File: config.mk
export PLATFORM = sky130hd
export DESIGN_NAME = mmul_opreg
export DESIGN_NICKNAME = d
export VERILOG_FILES = /design/src/rtl/mmul_pkg.sv /design/src/rtl/mmul_opreg_ctl.sv /design/src/rtl/mmul_opreg.sv
export SDC_FILE = /design/constraint.sdc
export NUM_CORES = 1
export LEC_CHECK = 0
export ABC_AREA = 0
export CAP_MARGIN = 40
export CORE_MARGIN = 2
export CORE_UTILIZATION = 50
export CTS_CLUSTER_DIAMETER = 100
export DETAILED_ROUTE_END_ITERATION = 10
export DONT_BUFFER_PORTS = 1
export HOLD_SLACK_MARGIN = 0.06
export SYNTH_ARGS = -nofsm -noshare
export SYNTH_HDL_FRONTEND = slang
export SYNTH_HIERARCHICAL = 1
export SYNTH_SLANG_ARGS = --single-unit
File: constraint.sdc
create_clock -name clk -period 3.3 [get_ports clk]
set_input_delay 0.66 -clock clk [delete_from_list [all_inputs] [get_ports clk]]
set_output_delay 0.66 -clock clk [all_outputs]
set_load 0.005 [all_outputs]
File: src/rtl/mmul_pkg.sv
// mmul_pkg: shared types, defaults and helpers for the Montgomery/modular-divider
// operand register.
package mmul_pkg;

    localparam int MMUL_W = 256;
    localparam int MMUL_D = 16;

    typedef enum logic [1:0] {IDLE, LOAD, SHIFT, UNLOAD} mmul_opreg_state_t;

    function automatic int clamp_shift(input int count, input int width);
        return (count > width) ? width : count;
    endfunction

endpackage

File: src/rtl/mmul_opreg_ctl.sv
// mmul_opreg_ctl: sequencing FSM with word and bit counters; drives the
// load/shift/rotate enables of the operand datapath register.
module mmul_opreg_ctl
    import mmul_pkg::*;
#(
    parameter  int W   = MMUL_W,
    parameter  int D   = MMUL_D,
    localparam int NW  = W / D,
    localparam int CW  = $clog2(W + 1),
    localparam int WCW = $clog2(NW + 1)
) (
    input  logic          clk,
    input  logic          rst,
    input  logic          clr,
    input  logic          ld_valid,
    output logic          ld_ready,
    output logic          full,
    input  logic          sh_start,
    input  logic [CW-1:0] sh_count,
    input  logic          sh_arith,
    output logic          sh_busy,
    output logic          sh_bit_valid,
    output logic          sh_done,
    input  logic          rd_start,
    output logic          rd_valid,
    input  logic          rd_ready,
    output logic          ld_en,
    output logic          shift_en,
    output logic          rot_en,
    output logic          fill_arith
);

    mmul_opreg_state_t r_state;
    logic [WCW-1:0]    r_wcnt;
    logic [CW-1:0]     r_bcnt;
    logic              r_full;
    logic              r_arith;
    logic              r_done;
    logic              r_rst_d;
    logic [CW-1:0]     w_n;
    logic              w_idle_full;
    logic              w_rd_hs;
    logic              w_last_word;

    assign w_n          = CW'(clamp_shift(int'(sh_count), W));
    assign w_idle_full  = (r_state == IDLE) && r_full;
    assign w_last_word  = r_wcnt == WCW'(NW - 1);
    // r_rst_d holds ld_ready low for the cycle right after a reset or clear
    assign ld_ready     = (r_state == IDLE || r_state == LOAD) && !r_full && !r_rst_d;
    assign rd_valid     = r_state == UNLOAD;
    assign w_rd_hs      = rd_valid && rd_ready;
    assign sh_busy      = r_state == SHIFT;
    assign sh_bit_valid = sh_busy;
    assign sh_done      = r_done;
    assign full         = r_full;
    assign ld_en        = ld_valid && ld_ready;
    assign shift_en     = sh_busy;
    assign rot_en       = w_rd_hs;
    assign fill_arith   = r_arith;

    always_ff @(posedge clk) begin
        r_rst_d <= rst || clr;
        r_done  <= 1'b0;
        if (rst || clr) begin
            r_state <= IDLE;
            r_wcnt  <= '0;
            r_bcnt  <= '0;
            r_full  <= 1'b0;
            r_arith <= 1'b0;
        end else begin
            case (r_state)
                IDLE, LOAD: begin
                    if (ld_en) begin
                        r_wcnt  <= r_wcnt + 1'b1;
                        r_full  <= w_last_word;
                        r_state <= w_last_word ? IDLE : LOAD;
                    end else if (w_idle_full && sh_start) begin
                        r_arith <= sh_arith;
                        r_bcnt  <= w_n;
                        if (w_n == '0)
                            r_done <= 1'b1;
                        else
                            r_state <= SHIFT;
                    end else if (w_idle_full && rd_start) begin
                        r_wcnt  <= '0;
                        r_state <= UNLOAD;
                    end
                end
                SHIFT: begin
                    r_bcnt <= r_bcnt - 1'b1;
                    if (r_bcnt == CW'(1)) begin
                        r_state <= IDLE;
                        r_done  <= 1'b1;
                    end
                end
                UNLOAD: begin
                    if (w_rd_hs) begin
                        r_wcnt <= r_wcnt + 1'b1;
                        if (w_last_word)
                            r_state <= IDLE;
                    end
                end
                default: r_state <= IDLE;
            endcase
        end
    end

endmodule

File: src/rtl/mmul_opreg.sv
// mmul_opreg: W-bit operand register with word-serial load, counted right
// shift (logical/arithmetic) and non-destructive rotating unload.
module mmul_opreg
    import mmul_pkg::*;
#(
    parameter  int W  = MMUL_W,
    parameter  int D  = MMUL_D,
    localparam int NW = W / D,
    localparam int CW = $clog2(W + 1)
) (
    input  logic          clk,
    input  logic          rst,
    input  logic          clr,
    input  logic          ld_valid,
    input  logic [D-1:0]  ld_data,
    output logic          ld_ready,
    output logic          full,
    input  logic          sh_start,
    input  logic [CW-1:0] sh_count,
    input  logic          sh_arith,
    output logic          sh_busy,
    output logic          sh_bit_valid,
    output logic          sh_bit,
    output logic          sh_done,
    input  logic          rd_start,
    output logic          rd_valid,
    output logic [D-1:0]  rd_data,
    input  logic          rd_ready,
    output logic [W-1:0]  regout
);

    if ((W % D) != 0 || D < 1 || D > W) begin : g_bad_params
        $error("mmul_opreg: W must be a multiple of D and 1 <= D <= W");
    end

    logic [W-1:0] r_reg;
    logic         w_ld_en;
    logic         w_shift_en;
    logic         w_rot_en;
    logic         w_fill_arith;
    logic         w_fill;

    mmul_opreg_ctl #(.W(W), .D(D)) u_ctl (
        .clk          (clk),
        .rst          (rst),
        .clr          (clr),
        .ld_valid     (ld_valid),
        .ld_ready     (ld_ready),
        .full         (full),
        .sh_start     (sh_start),
        .sh_count     (sh_count),
        .sh_arith     (sh_arith),
        .sh_busy      (sh_busy),
        .sh_bit_valid (sh_bit_valid),
        .sh_done      (sh_done),
        .rd_start     (rd_start),
        .rd_valid     (rd_valid),
        .rd_ready     (rd_ready),
        .ld_en        (w_ld_en),
        .shift_en     (w_shift_en),
        .rot_en       (w_rot_en),
        .fill_arith   (w_fill_arith)
    );

    assign w_fill = w_fill_arith & r_reg[W-1];

    // concatenate-and-shift forms stay legal when D == W
    always_ff @(posedge clk) begin
        if (rst || clr)
            r_reg <= '0;
        else if (w_ld_en)
            r_reg <= W'({ld_data, r_reg} >> D);
        else if (w_shift_en)
            r_reg <= W'({w_fill, r_reg} >> 1);
        else if (w_rot_en)
            r_reg <= W'({r_reg[D-1:0], r_reg} >> D);
    end

    assign regout  = r_reg;
    assign rd_data = r_reg[D-1:0];
    assign sh_bit  = r_reg[0];

endmodule

==> flow_metrics.py <==
metrics = {
    "yosys": {
        "synth_area_leaders": "dfxtp_1 46%, nand2_1 15%, a31oi_1 13%",
        "synth_top_family_by_area": "compound AO/OA/AOI/OAI gates",
        "seq_area_frac_synth_pct": 45.68,
        "ys_ff_latch": 276,
        "synth.distinct_cells": 52,
        "netlist_area_um2": 12100,
        "yosysTopAreaCellShare_pct": 45.68,
        "synth_fa_ha_area_share_pct": 0.4137,
        "yosys.area_share.simple_pct": 17.98,
        "synth_common_cells": "484 x nand2_1, 276 x dfxtp_1, 245 x a31oi_1, 167 x o21ai_0, 88 x o21ai_1",
        "synthMuxAreaShare_pct": 0.08275,
        "avgSynthCellArea_um2": 7.656,
        "async_flop_share_pct": 0,
        "synth_compound_area_share_pct": 27.78,
        "yosysMostFrequentCell": "nand2_1",
        "synthFlopType": "dfxtp_1",
        "synth_edf_count": 0,
        "synth_fp_nets": 1617,
        "netlist_instances": 1580,
        "synth_xor_area_share_pct": 0,
        "yosys_warnings": 6,
        "synth_area_leader_cell": "dfxtp_1",
    },
    "critical_path": {
        "startpoint": "u_ctl/r_state[1]",
        "worstReg2RegEnd": "regout[127]",
        "path_class": "flop to flop",
        "start_kind": "flop",
        "critPathCapture": "regout[127]",
        "rr_startpoint": "u_ctl/r_state[1]",
        "critPathCaptureType": "flop",
        "timing.reg2reg.setup_slack_ns": 0.63,
        "cp_cell_sequence": "nor4b_4 > or3_4 > buf_12 > o21ai_0 > a31oi_1",
        "reg2regPathDepth": 5,
        "crit_slowest_cell": "nor4b_4",
        "slowest_delay_ns": 0.63,
        "crit_arrival_ns": 3.13,
        "path_max_fanout": 242,
        "required_ns": 3.77,
    },
    "placed_design": {
        "place_area_um2": 11970,
        "io_buffers": 0,
        "hpwl_um": 24030,
        "gp_congestion": 0.8554,
    },
    "floorplanning": {
        "io_pins": 312,
        "core_um2": 23610,
        "die_area_um2": 25450,
        "rows": 56,
        "die_y_um": 159.5,
        "die_w_um": 159.5,
        "initial_core_util_pct": 51.23,
    },
    "detailed_routing": {
        "vias_per_cell": 6.124,
        "routed_wl_um": 36990,
        "vias": 11110,
        "drc": 0,
        "final_antenna_net_count": 0,
        "routedWlPerCell_um": 20.39,
        "dr.pass1.iters": 5,
        "drt_iter0_drc": 1110,
    },
    "power_and_ir_drop": {
        "seq_power_share_pct": 49.0,
        "sw_frac_of_total_pct": 22.57,
        "vdd_drop_max_mv": 0.2900,
        "p_clk_share_pct": 47.7,
        "power_density_nw_per_um2": 554.0,
        "total_power_uw": 7189,
        "p_sw_uw": 1622,
        "combPwrFrac_pct": 3.4,
        "intPower_uw": 5566,
        "cellLeakagePower_uw": 0.003986,
    },
    "timing": {
        "setup_tns_ns": 0,
        "skew_ns": 0.01090,
        "slew_headroom_pct": 39.68,
        "rsz0062_at_grt": "no",
        "drv_slew": 0,
        "period_needed_ns": 2.666,
        "fin_crit_sh_pct": 80.79,
        "tightestPinTransition_ns": 0.9047,
        "setup_viol": 0,
        "hold_violations": 0,
        "fmax_mhz": 375.1,
    },
    "grt": {
        "grt_antenna_before_repair": 0,
        "grt_max_degree": 243,
        "grt_pass1_vias": 9937,
        "grt_overflow": 0,
        "grt_usage_pct": 27.47,
        "grt_first_pass_wirelength_um": 58240,
    },
    "finish": {
        "fin_nets": 1511,
        "final_core_util_pct": 54.95,
        "syn_to_final_growth_pct": 7.271,
        "drive_gt1_share_pct": 5.686,
        "diodes": 0,
        "final_cell_area_um2": 12980,
    },
    "clocking": {
        "cts_buffer_depth": 3,
        "cts_num_sinks": 276,
        "postCtsSetupRepairBufs": 0,
        "cts_hold_buf": 0,
        "clkSlewWorstSetupHoldPaths_ns": 0.06,
        "h-tree-depth": 1,
        "cts_root_buf": "clkbuf_16",
        "cts_resized": 0,
        "numCtsBuffers": 31,
        "cts_tree": "yes",
        "clk_latency_ns": 0.54,
    },
    "worst_hold_path": {
        "hold_depth": 1,
        "holdCritPathClass": "primary input to flop",
    },
    "run": {
        "drv_cap": 0,
    },
    "status": {
        "status": "finished, final reports clean",
    },
}
[worst min-delay path by stage]
stage	from	slack, ns	end
2_1_floorplan	u_ctl/r_wcnt[4]	0.45	u_ctl/r_wcnt[4]
3_5_place_dp	u_ctl/r_wcnt[4]	0.47	u_ctl/r_wcnt[4]
3_3_place_gp	u_ctl/r_wcnt[4]	0.46	u_ctl/r_wcnt[4]
6_report	clr	0.19	regout[255]
5_1_grt	clr	0.17	regout[255]
4_1_cts	clr	0.17	regout[255]
[cell usage in the layout (no fill, tap or decap), drive strengths merged, types with 3 or more instances in the layout]
| cell | count |
|---|---|
| nor3 | 5 |
| inv | 6 |
| or3 | 3 |
| nor2 | 14 |
| or4 | 4 |
| clkbuf | 48 |
| buf | 30 |
| nand3 | 4 |
| clkinv | 5 |
| o22ai | 15 |
| ha | 4 |
| dfxtp | 276 |
| and3 | 4 |
| nand2b | 3 |
| a211oi | 4 |
| nor4 | 4 |
| a31oi | 245 |
| o221ai | 15 |
| a21oi | 31 |
| o21ai | 255 |
| bufinv | 3 |
| nand2 | 484 |
[per-layer routing]
metal  part of all wire (%)  up-vias  wire (um)  GRT usage, %
li1                       -     5398          -             -
met1                     44     5248      16190         37.41
met2                     45      403      16710         42.48
met3                    9.0       60       3317         8.518
met4                    2.1        0        775         6.860
met5                      0        -          0             0
[cells by family (layout without fill, tap and decap cells)]
| family | count (synthesis) | in the layout |
|---|---|---|
| flip-flops | 276 | 276 |
| adder cells (fa/ha/maj) | 4 | 4 |
| AND/OR/NAND/NOR | 541 | 541 |
| multiplexers | 1 | 1 |
| buffers and inverters | 178 | 93 |
| AO/OA/AOI/OAI | 580 | 580 |
[power by group through the flow]
stage / logic (uW) / registers, uW / clock network [uW]
2_1_floorplan: 224 / 3540 / 0
3_3_place_gp: 236 / 3590 / 0
3_5_place_dp: 241 / 3590 / 0
4_1_cts: 241 / 3520 / 3480
5_1_grt: 277 / 3530 / 3610
6_report: 243 / 3520 / 3430
[stage by stage]
step | cells | hold WS, ns | worst slack (ns)
finish | 1814 | 0.1899 | 0.6341
CTS | 1814 | 0.1700 | 0.7167
detailed placement | 1760 | 0.4703 | 0.6661
global placement | 1760 | 0.4575 | 0.7518
floorplan | 1580 | 0.4496 | 1.091
global route | 1814 | 0.1732 | 0.3758
[registers in the layout, indices dropped and copies added, names as in the netlist]
register	count
u_ctl/full	1
regout	256
u_ctl/r_bcnt	9
u_ctl/r_wcnt	5
u_ctl/r_state	2
u_ctl/sh_done	1
u_ctl/fill_arith	1
u_ctl/r_rst_d	1
[critical path: cells and delay by family, from the launching register on]
kind | cells | cell delay (ns)
simple gates | 2 | 0.98
buf+inv | 1 | 0.59
flops | 1 | 0.48
compound gates | 2 | 0.36
[area by class of cell]
class                   instances  area, um^2
fillers                      2262       10640
multi-input cells            1126        5623
flip-flops and latches        276        5525
clock buffers                  48       899.6
well taps                     319       399.1
repair buffers                 30       387.9
clock inverters                 6       107.6
inverters                       9       33.78
Note: power is estimated with default switching activity, not from simulation.
